**config.mk**
```make
export PLATFORM = sky130hd
export DESIGN_NAME = draw_sequencer
export DESIGN_NICKNAME = d
export VERILOG_FILES = /design/src/rtl/draw_sequencer.sv
export SDC_FILE = /design/constraint.sdc
export NUM_CORES = 1
export LEC_CHECK = 0
export CORE_ASPECT_RATIO = 0.7
export CORE_UTILIZATION = 49
export DETAILED_ROUTE_END_ITERATION = 8
export PLACE_DENSITY = 0.8
export SYNTH_ARGS = -nofsm -noshare
export SYNTH_HDL_FRONTEND = slang
export SYNTH_SLANG_ARGS = --single-unit
```
**constraint.sdc**
```tcl
create_clock -name clk -period 2.45 [get_ports clk]
set_input_delay 0.3675 -clock clk [delete_from_list [all_inputs] [get_ports clk]]
set_output_delay 0.3675 -clock clk [all_outputs]
set_load 0.05 [all_outputs]
```
**src/rtl/draw_sequencer.sv**
```systemverilog
// Frame draw sequencer: start screen, then per-frame background, enabled status
// overlays (ascending), at most one item plus an object update, then frame-tick wait.
module draw_sequencer #(
  parameter int NUM_STATUS = 6,
  parameter int NUM_ITEMS  = 5
) (
  input  logic                  clk,
  input  logic                  reset,
  input  logic                  go,
  input  logic                  go_start,
  input  logic                  plot_done,
  input  logic                  frame_tick,
  input  logic                  deceased,
  input  logic [NUM_STATUS-1:0] status_en,
  input  logic [NUM_ITEMS-1:0]  item_given,
  output logic                  draw_start,
  output logic                  draw_bg,
  output logic [NUM_STATUS-1:0] draw_status,
  output logic [NUM_ITEMS-1:0]  draw_item,
  output logic                  draw_gameover,
  output logic                  move_objects,
  output logic [7:0]            overrun_cnt,
  output logic [3:0]            state
);

  typedef enum logic [3:0] {
    S_IDLE      = 4'd0,
    S_START     = 4'd1,
    S_WAIT_BG   = 4'd2,
    S_BG        = 4'd3,
    S_SCAN      = 4'd4,
    S_STATUS    = 4'd5,
    S_ITEM      = 4'd6,
    S_MOVE      = 4'd7,
    S_WAIT_TICK = 4'd8,
    S_GAMEOVER  = 4'd9
  } state_t;

  state_t                cur_state;
  logic [NUM_STATUS-1:0] pending;
  logic [NUM_ITEMS-1:0]  items;
  logic [3:0]            idx;
  logic                  tick_pending;
  logic                  go_done;
  logic                  busy;

  function automatic logic [3:0] lowest_status(input logic [NUM_STATUS-1:0] v);
    logic [3:0] r;
    r = 4'd0;
    for (int i = NUM_STATUS - 1; i >= 0; i--)
      if (v[i]) r = i[3:0];
    return r;
  endfunction

  function automatic logic [3:0] lowest_item(input logic [NUM_ITEMS-1:0] v);
    logic [3:0] r;
    r = 4'd0;
    for (int i = NUM_ITEMS - 1; i >= 0; i--)
      if (v[i]) r = i[3:0];
    return r;
  endfunction

  // States in which a frame tick means the frame ran long.
  assign busy = (cur_state == S_BG) || (cur_state == S_SCAN) || (cur_state == S_STATUS) ||
                (cur_state == S_ITEM) || (cur_state == S_MOVE);

  always_ff @(posedge clk) begin
    if (reset) begin
      cur_state    <= S_IDLE;
      pending      <= '0;
      items        <= '0;
      idx          <= 4'd0;
      tick_pending <= 1'b0;
      go_done      <= 1'b0;
      overrun_cnt  <= 8'd0;
    end else begin
      if (frame_tick && busy) begin
        tick_pending <= 1'b1;
        if (overrun_cnt != 8'hFF) overrun_cnt <= overrun_cnt + 8'd1;
      end
      case (cur_state)
        S_IDLE:    if (go) cur_state <= S_START;
        S_START:   if (go_start) cur_state <= S_WAIT_BG;
        S_WAIT_BG: if (go) cur_state <= S_BG;
        S_BG: begin
          if (plot_done) begin
            if (deceased) begin
              cur_state <= S_GAMEOVER;
              go_done   <= 1'b0;
            end else begin
              cur_state <= S_SCAN;
              pending   <= status_en;
              items     <= item_given;
            end
          end
        end
        S_SCAN: begin
          if (|pending) begin
            idx       <= lowest_status(pending);
            pending   <= pending & (pending - 1'b1);
            cur_state <= S_STATUS;
          end else if (|items) begin
            idx       <= lowest_item(items);
            cur_state <= S_ITEM;
          end else begin
            cur_state <= S_WAIT_TICK;
          end
        end
        S_STATUS: if (plot_done) cur_state <= S_SCAN;
        S_ITEM:   if (plot_done) cur_state <= S_MOVE;
        S_MOVE:   cur_state <= S_WAIT_TICK;
        S_WAIT_TICK: begin
          if (frame_tick || tick_pending) begin
            cur_state    <= S_BG;
            tick_pending <= 1'b0;
            // A tick landing on an already-pending tick is dropped, so count it.
            if (frame_tick && tick_pending && overrun_cnt != 8'hFF)
              overrun_cnt <= overrun_cnt + 8'd1;
          end
        end
        S_GAMEOVER: begin
          if (plot_done) go_done <= 1'b1;
          if (go_start && go_done) begin
            cur_state    <= S_IDLE;
            overrun_cnt  <= 8'd0;
            go_done      <= 1'b0;
            tick_pending <= 1'b0;
          end
        end
        default: cur_state <= S_IDLE;
      endcase
    end
  end

  always_comb begin
    draw_start    = (cur_state == S_START);
    draw_bg       = (cur_state == S_BG);
    draw_gameover = (cur_state == S_GAMEOVER);
    move_objects  = (cur_state == S_MOVE);
    draw_status   = '0;
    draw_item     = '0;
    for (int i = 0; i < NUM_STATUS; i++)
      draw_status[i] = (cur_state == S_STATUS) && (idx == i[3:0]);
    for (int i = 0; i < NUM_ITEMS; i++)
      draw_item[i] = (cur_state == S_ITEM) && (idx == i[3:0]);
  end

  assign state = cur_state;

endmodule

```
== Word level (Yosys, flattened, before mapping) ==
Index checks and enable logic that the tools add are counted.

* Flip-flop bits (word level): 29
* Bits in latches: 0
* RAM bits: 0
* Memory bits (read-only): 0
* Input bits: 18
* Output and inout bits: 27
* Word-level logic and storage cells: 114
* Memories kept: 0

* Add/sub/neg operators: 2
* Multipliers: 0
* Div/mod/pow operators: 0
* $lt $le $gt $ge: 0
* Equal/unequal tests: 27
* Shifts and indexed selects: 0
* Mux-type cells: 44
* Bitwise logic cells: 2
* Reductions and logical operators: 32

{| class="wikitable"
|+ Operators by type and width
! cell !! count
|-
| $mux W4 || 22
|-
| $mux W8 || 5
|-
| $pmux W4 S10 || 1
|-
| $eq A4 B3 Y1 const B || 6
|-
| $mux W6 || 3
|-
| $ne A2 B2 Y1 const B || 9
|-
| $eq A4 B2 Y1 const B || 4
|-
| $pmux W8 S2 || 1
|-
| $logic_and A1 B1 Y1 || 15
|-
| $pmux W6 S2 || 1
|-
| $add A8 B1 Y8 const B || 1
|-
| $eq A4 B1 Y1 const B || 2
|-
| $eq A4 B4 Y1 const B || 2
|-
| $logic_not A4 Y1 || 2
|-
| $ne A8 B8 Y1 const B || 1
|-
| $reduce_and A4 Y1 || 2
|-
| $reduce_and A8 Y1 || 1
|-
| $mux W1 || 7
|-
| $and A6 B6 Y6 || 1
|-
| $mux W3 || 2
|-
| $reduce_bool A2 Y1 || 3
|-
| $reduce_or A6 Y1 || 1
|-
| $sub A6 B1 Y6 const B || 1
|-
| $logic_or A1 B1 Y1 || 5
|-
| other kinds (7) || 9
|}

== Longest topological paths before layout ==
Gate-level depths: netlist of run 1.

* Word-level depth: 10
* Depth in mapped cells: 7
* Gate-level depth less buffers: 6

== Worst setup path after synthesis of run 1 ==
Ideal clock, no wire load.

* Path kind: register to register
* From: register cur_state[3] (netlist: state[3])
* To: register cur_state[0] (netlist: state[0])
* Library setup time: 128 ps
* Arrival: 3101 ps
* Setup slack: -779 ps
* Stages on the path, launching flop included: 6
* Path buffers: 0
* Period minus slack after synthesis: 3229 ps
* Path through: dfxtp_1 -> nor4bb_1 -> a2bb2oi_1 -> nand4_2 -> mux2i_1 -> nor2_1

* Word-level cells in the longest chain between the ends: 3

{| class="wikitable"
|+ Ends and longest elaborated chain
! element !! line !! source
|-
| start, declared || 39 || <nowiki>state_t cur_state;</nowiki>
|-
| start signal, assigned || 69 || <nowiki>cur_state <= S_IDLE;</nowiki>
|-
| start signal, assigned || 82 || <nowiki>S_IDLE: if (go) cur_state <= S_START;</nowiki>
|-
| start signal, assigned || 83 || <nowiki>S_START: if (go_start) cur_state <= S_WAIT_BG;</nowiki>
|-
| $eq A4 B4 Y1 * || n/a ||
|-
| named net draw_gameover || 20 || <nowiki>output logic draw_gameover,</nowiki>
|-
| $ne A2 B1 Y1 (no line) || n/a ||
|-
| $reduce_and A8 Y1 (no line) || n/a ||
|}

Mark *: on every way through the listed nets, which the timed path passes. The rest lies on a longest branch.
A chain may end at the register's enable or synchronous reset.

== Worst setup path after layout of run 1 ==
* From: register cur_state[1] (netlist: state[1])
* To: output state[1]

{| class="wikitable"
|+ RTL lines
! element !! line !! source
|-
| end, declared || 23 || <nowiki>output logic [3:0] state</nowiki>
|}

No word-level cell between the ends.

==> results of run 1 <==
-- logic make-up after synthesis --
logic type	count (synthesis)	synth area share, %
xor gates and xnor gates	3	1.46
and+or+nand+nor	115	34.0
AOI/OAI and AO/OA	61	22.0
buffers and inverters	18	5.08
DFF	28	31.2
adders and majority gates	1	0.695
muxes	10	5.56
-- synthesized netlist by cell type (all sizes together) (5+ instances only) --
cell / count / area (µm²)
inv: 6 / 22.5
dfxtp: 28 / 561
nand2: 22 / 82.6
nor2: 43 / 161
a21oi: 20 / 100
mux2i: 10 / 100
clkbuf: 5 / 18.8
nand2b: 8 / 50.1
o21ai: 15 / 75.1
nor3: 7 / 35.0
buf: 7 / 50.1
and3: 5 / 32.5
-- worst min-delay path by stage --
stage              startpoint        endpoint  cells after the start
2_1_floorplan           reset          idx[1]                      1
3_3_place_gp   overrun_cnt[2]  overrun_cnt[2]                      2
3_5_place_dp   overrun_cnt[2]  overrun_cnt[2]                      2
4_1_cts        overrun_cnt[2]  overrun_cnt[2]                      2
5_1_grt               go_done         go_done                      2
6_report       overrun_cnt[2]  overrun_cnt[2]                      2
-- sequential cells by signal, summed over array words and instances (netlist names) --
register,flops
go_done,1
idx,3
items,5
overrun_cnt,8
pending,6
state,4
tick_pending,1
-- layout make-up --
| class | instances | share of cell area [%] |
|---|---|---|
| tap | 50 | 2.52 |
| timing repair buffer | 51 | 23.6 |
| sequential | 28 | 22.6 |
| clock buffer | 4 | 2.22 |
| inverter | 6 | 0.907 |
| multi-input combinational | 190 | 48.1 |
-- critical path, cell delays in order (launching register included) --
cell and delay [ns]:
dfxtp_1 0.62, buf_4 0.25, clkdlybuf4s50_1 0.81
-- metal layers --
| layer | GRT usage, % | vias to the layer above |
|---|---|---|
| li1 | - | 948 |
| met1 | 37.4 | 857 |
| met2 | 33.2 | 87 |
| met3 | 4.23 | 3 |
| met4 | 4.09 | 0 |
| met5 | 0 | - |
-- stage by stage --
stage          hold WS (ns)  utilization, %  setup slack (ns)  TNS, ns
2_1_floorplan         0.440               -           -0.0979   -0.255
3_3_place_gp          0.500            69.0             0.115        0
3_5_place_dp          0.508            69.0            0.0403        0
4_1_cts               0.526            70.5            0.0912        0
5_1_grt               0.567            70.7            0.0185        0
6_report              0.523            70.7             0.116        0
-- power breakdown --
group	leakage [nW]	internal (mW)	switching, mW	total [mW]
logic	0.624	0.216	0.270	0.486
clock network	0.0288	0.144	0.151	0.295
registers	0.226	0.480	0.0895	0.570
-- repair_timing --
item / in CTS / in global routing
gates resized for setup: 0 / 2
endpoints found under the setup margin: 0 / 2
setup buffers: 0 / 0
==> flow_metrics.env, run 1 <==
export IMPL_status="finished, final reports clean"
export IMPL_reg2reg_from="state[3]"
export IMPL_ir_drop_uv=485
export IMPL_met3_length_um=355
export IMPL_dp_cells=325
export IMPL_p_total_mw=1.35
export IMPL_ios=45
export IMPL_crit_start="state[1]"
export IMPL_grt_max_degree=26
export IMPL_final_area_mm2=0.00248
export IMPL_synth_area_mm2=0.00180
export IMPL_gp_congestion=0.901
export IMPL_synth_seq_area_share_pct=31.2
export IMPL_reg2reg_depth=5
export IMPL_final_cell_mix="nor2_1 (40), clkdlybuf4s50_1 (29), dfxtp_1 (27)"
export IMPL_grt_pass1_vias=1514
export IMPL_die_y_um=52.7
export IMPL_ys_flop_type="dfxtp_1"
export IMPL_syn_avg_cell_area_um2=7.62
export IMPL_fp_dieW_um=74.4
export IMPL_dr_wl_met2_um=1780
export IMPL_setup_worst_path_class="reg2out"
export IMPL_routedWlPerCell_um=13.5
export IMPL_via_per_inst=5.76
export IMPL_endpoint_kind="primary output"
export IMPL_ctsHoldBuffers=0
export IMPL_fin_skew_ns=0.00368
export IMPL_multi_input_area_mm2=0.00119
export IMPL_grt_overflow=0
export IMPL_syn2layout_area_growth_pct=38.0
export IMPL_die_area_mm2=0.00392
export IMPL_p_per_area_mw_per_mm2=544
export IMPL_worstPathMaxFanout=12
export IMPL_final_nets=299
export IMPL_core_area_mm2=0.00351
export IMPL_async_reset_ff_share_pct=0
export IMPL_period_share_pct=95.3
export IMPL_yosys_warnings=0
export IMPL_met1_length_um=2290
export IMPL_worstSkewPairLatency_ns=0.28
export IMPL_rsz0062_at_grt="false"
export IMPL_maxCapViolCount=0
export IMPL_clock_sinks=28
export IMPL_hold_path_class="reg2reg"
export IMPL_antenna_found_initial=0
export IMPL_p_leak_nw=0.879
export IMPL_seq_area_um2=562
export IMPL_slew_violations=0
export IMPL_fillCellCount=312
export IMPL_startpoint_type="flop"
export IMPL_cts_max_path_buffers=2
export IMPL_htree_levels=1
export IMPL_synth_cell_types=56
export IMPL_timing_fmax_ghz=0.429
export IMPL_start_util_pct=51.2
export IMPL_port_buffers=44
export IMPL_synthCells=236
export IMPL_grtUsageTotal_pct=23.8
export IMPL_worst_pin_slew_ns=0.743
export IMPL_rrSetupSlack_ns=0.35
export IMPL_dpl_hpwl_um=3300
export IMPL_crit_arrival_ns=1.97
export IMPL_ys_ff_latch=28
export IMPL_top_layer_used="met4"
export IMPL_synth_edff_count=0
export IMPL_slew_headroom_pct=49.8
export IMPL_root_buffer="clkbuf_8"
export IMPL_ant_nets=0
export IMPL_post_route_min_period_ns=2.33
export IMPL_drt_iter0_drc=199
export IMPL_drc_errors=0
export IMPL_fin_cells=329
export IMPL_wirelength_um=4450
export IMPL_drt_pre_antenna_iters=4
export IMPL_antenna_cells=0
export IMPL_cts_buffers=3
export IMPL_placed_area_mm2=0.00242
export IMPL_hold_viol_final=0
export IMPL_final_common_cell="nor2_1"
export IMPL_r2r_end="overrun_cnt[1]"
export IMPL_cts_tree="built"
export IMPL_setup_viol=0
export IMPL_cp_required_ns=2.08
export IMPL_cts_clk_slew_worst_paths_ns=0.10
export IMPL_syn_nets=255
export IMPL_num_rows=18
export IMPL_vias=1895
export IMPL_crit_path_end="state[1]"
export IMPL_drive_gt1_share_pct=15.4
export IMPL_grt_pass1_wl_um=7160
(Power assumes the default switching activity.)
==> run 2, diff against run 1 <==
==> constraint.sdc (replaced) <==
create_clock -name clk -period 2.5 [get_ports clk]
set_input_delay 0.375 -clock clk [delete_from_list [all_inputs] [get_ports clk]]
set_output_delay 0.375 -clock clk [all_outputs]
set_load 0.01 [all_outputs]
==> run 2 against run 1 <==
Compared with the run above:
- core utilization down 3.7 points
- wire length up 0.65%
- setup slack better by 0.031 ns
- final cell count up 0.30%
- clock skew about the same
- sequential share of layout area up 1.4 points
- global-route usage up 0.70 points
- largest power group unchanged
- via count down 0.37%
- register-to-register slack worse by 0.02 ns
- total power down 10%
- largest cell class unchanged
- design area down 5.3%
==> flow_metrics.env, run 2 (synthesis gave the netlist of run 1 again) <==
export IMPL_status="finished, final reports clean"
export IMPL_vias=1888
export IMPL_final_cell_mix="clkdlybuf4s50_1 (44), nor2_1 (43), dfxtp_1 (27)"
export IMPL_crit_family="simple AND/OR/NAND/NOR gates"
export IMPL_regMostFlops="overrun_cnt"
export IMPL_largest_reg_flops=8
export IMPL_p_leak_nw=0.805
export IMPL_worstPathMaxFanout=18
export IMPL_via_per_inst=5.72
export IMPL_crit_arrival_ns=1.98
export IMPL_period_share_pct=94.1
export IMPL_post_cts_buffers=0
export IMPL_htree_levels=1
export IMPL_clock_sinks=28
export IMPL_setup_slack_ns=0.147
export IMPL_crit_chain="nor2_1 -> nand3_1 -> or2_2 -> nor3_1 -> clkdlybuf4s50_1"
export IMPL_maxCapViolCount=0
export IMPL_cpPeakStageDelay_ns=0.57
export IMPL_grt_max_degree=19
export IMPL_seq_area_um2=564
export IMPL_grt_pass1_wl_um=7330
export IMPL_ctsHoldBuffers=0
export IMPL_pwr_share_clk_pct=20.3
export IMPL_cp_required_ns=2.12
export IMPL_drive_gt1_share_pct=8.21
export IMPL_p_per_area_mw_per_mm2=516
export IMPL_startpoint_type="flop"
export IMPL_ctsResizeCount=1
export IMPL_drt_pre_antenna_iters=5
export IMPL_multi_input_area_mm2=0.00115
export IMPL_fin_hold_ws_ns=0.521
export IMPL_reg_top3="overrun_cnt (8), pending (6), items (5)"
export IMPL_timing_fmax_ghz=0.425
export IMPL_post_route_min_period_ns=2.35
export IMPL_critical_path_buf_inv_count=1
export IMPL_antenna_found_initial=0
export IMPL_place_ws_ns=0.132
export IMPL_worst_pin_slew_ns=0.623
export IMPL_swShare_pct=34.1
export IMPL_ios=45
export IMPL_die_y_um=52.7
export IMPL_drt_iter0_drc=135
export IMPL_cts_tree="built"
export IMPL_slowest_stage="clkdlybuf4s50_1"
export IMPL_gp_congestion=0.822
export IMPL_setup_viol=0
export IMPL_grt_pass1_vias=1523
export IMPL_setup_worst_path_class="reg2out"
export IMPL_fp_dieW_um=74.4
export IMPL_grtUsageTotal_pct=24.5
export IMPL_drc_errors=0
export IMPL_die_area_mm2=0.00392
export IMPL_fin_skew_ns=0.00320
export IMPL_hold_path_class="reg2reg"
export IMPL_ir_drop_uv=304
export IMPL_grt_overflow=0
export IMPL_dpl_hpwl_um=3420
export IMPL_worstSkewPairLatency_ns=0.28
export IMPL_num_rows=18
export IMPL_port_buffers=44
export IMPL_wirelength_um=4480
export IMPL_hold_viol_final=0
export IMPL_antenna_cells=0
export IMPL_routedWlPerCell_um=13.6
export IMPL_fillCellCount=320
export IMPL_cts_buffers=3
export IMPL_start_util_pct=51.2
export IMPL_cts_clk_slew_worst_paths_ns=0.09
export IMPL_power_net_switching_mw=0.414
export IMPL_syn2layout_area_growth_pct=30.7
export IMPL_p_int_mw=0.800
export IMPL_slew_violations=0
export IMPL_power_frac_comb_pct=37.6
export IMPL_core_area_mm2=0.00351
export IMPL_cts_max_path_buffers=2
export IMPL_final_nets=301
export IMPL_endpoint_kind="primary output"
export IMPL_root_buffer="clkbuf_8"
export IMPL_seq_power_share_pct=42.1
export IMPL_slew_headroom_pct=57.4
export IMPL_final_common_cell="clkdlybuf4s50_1"
export IMPL_ant_nets=0
-- run 2: worst reg2reg max path: stages, from the launching register on --
cell and delay (ns):
dfxtp_1 0.39, buf_4 0.21, nand2b_1 0.18, a2111oi_0 0.60, o21ai_0 0.35, a32oi_1 0.27, nor2_1 0.05
-- run 2: per-stage QoR --
step	util (%)	cell area, µm²	cells	total power [mW]	TNS, ns
floorplan	-	1800	236	0.813	0
global placement	65.5	2300	327	0.957	0
detailed placement	65.5	2300	327	0.970	0
CTS	66.7	2340	330	1.22	0
global route	66.9	2350	330	1.29	-0.00284
finish	66.9	2350	330	1.21	0
-- run 2: cell type report --
cell class	count	area share [%]
clock buffers	3	1.76
well taps	50	2.66
multi-input cells	190	49.0
flip-flops and latches	28	24.0
inverters	6	0.958
repair buffers	53	21.6
-- run 2: worst paths after layout --
| kind | start | end | slack, ns | cells past startpoint |
|---|---|---|---|---|
| hold reg to reg | overrun_cnt[2] | overrun_cnt[2] | 0.52 | 2 |
| hold / removal | overrun_cnt[2] | overrun_cnt[2] | 0.52 | 2 |
| setup / recovery | state[3] | draw_status[0] | 0.15 | 5 |
| setup reg to reg | state[1] | overrun_cnt[1] | 0.33 | 6 |
-- run 2: per-layer routing --
metal	vias to the layer above	wire [µm]	GRT usage, %	share of wire, %
li1	958	-	-	-
met1	857	2370	36.9	53
met2	69	1790	35.1	40
met3	4	286	4.23	6.4
met4	0	38	6.60	0.85
met5	-	0	0	0
-- run 2: power groups by stage --
stage | combinational, mW | sequential [mW] | clock [mW]
2_1_floorplan | 0.303 | 0.509 | 0
3_3_place_gp | 0.438 | 0.519 | 0
3_5_place_dp | 0.450 | 0.520 | 0
4_1_cts | 0.452 | 0.510 | 0.254
5_1_grt | 0.499 | 0.518 | 0.272
6_report | 0.456 | 0.511 | 0.247
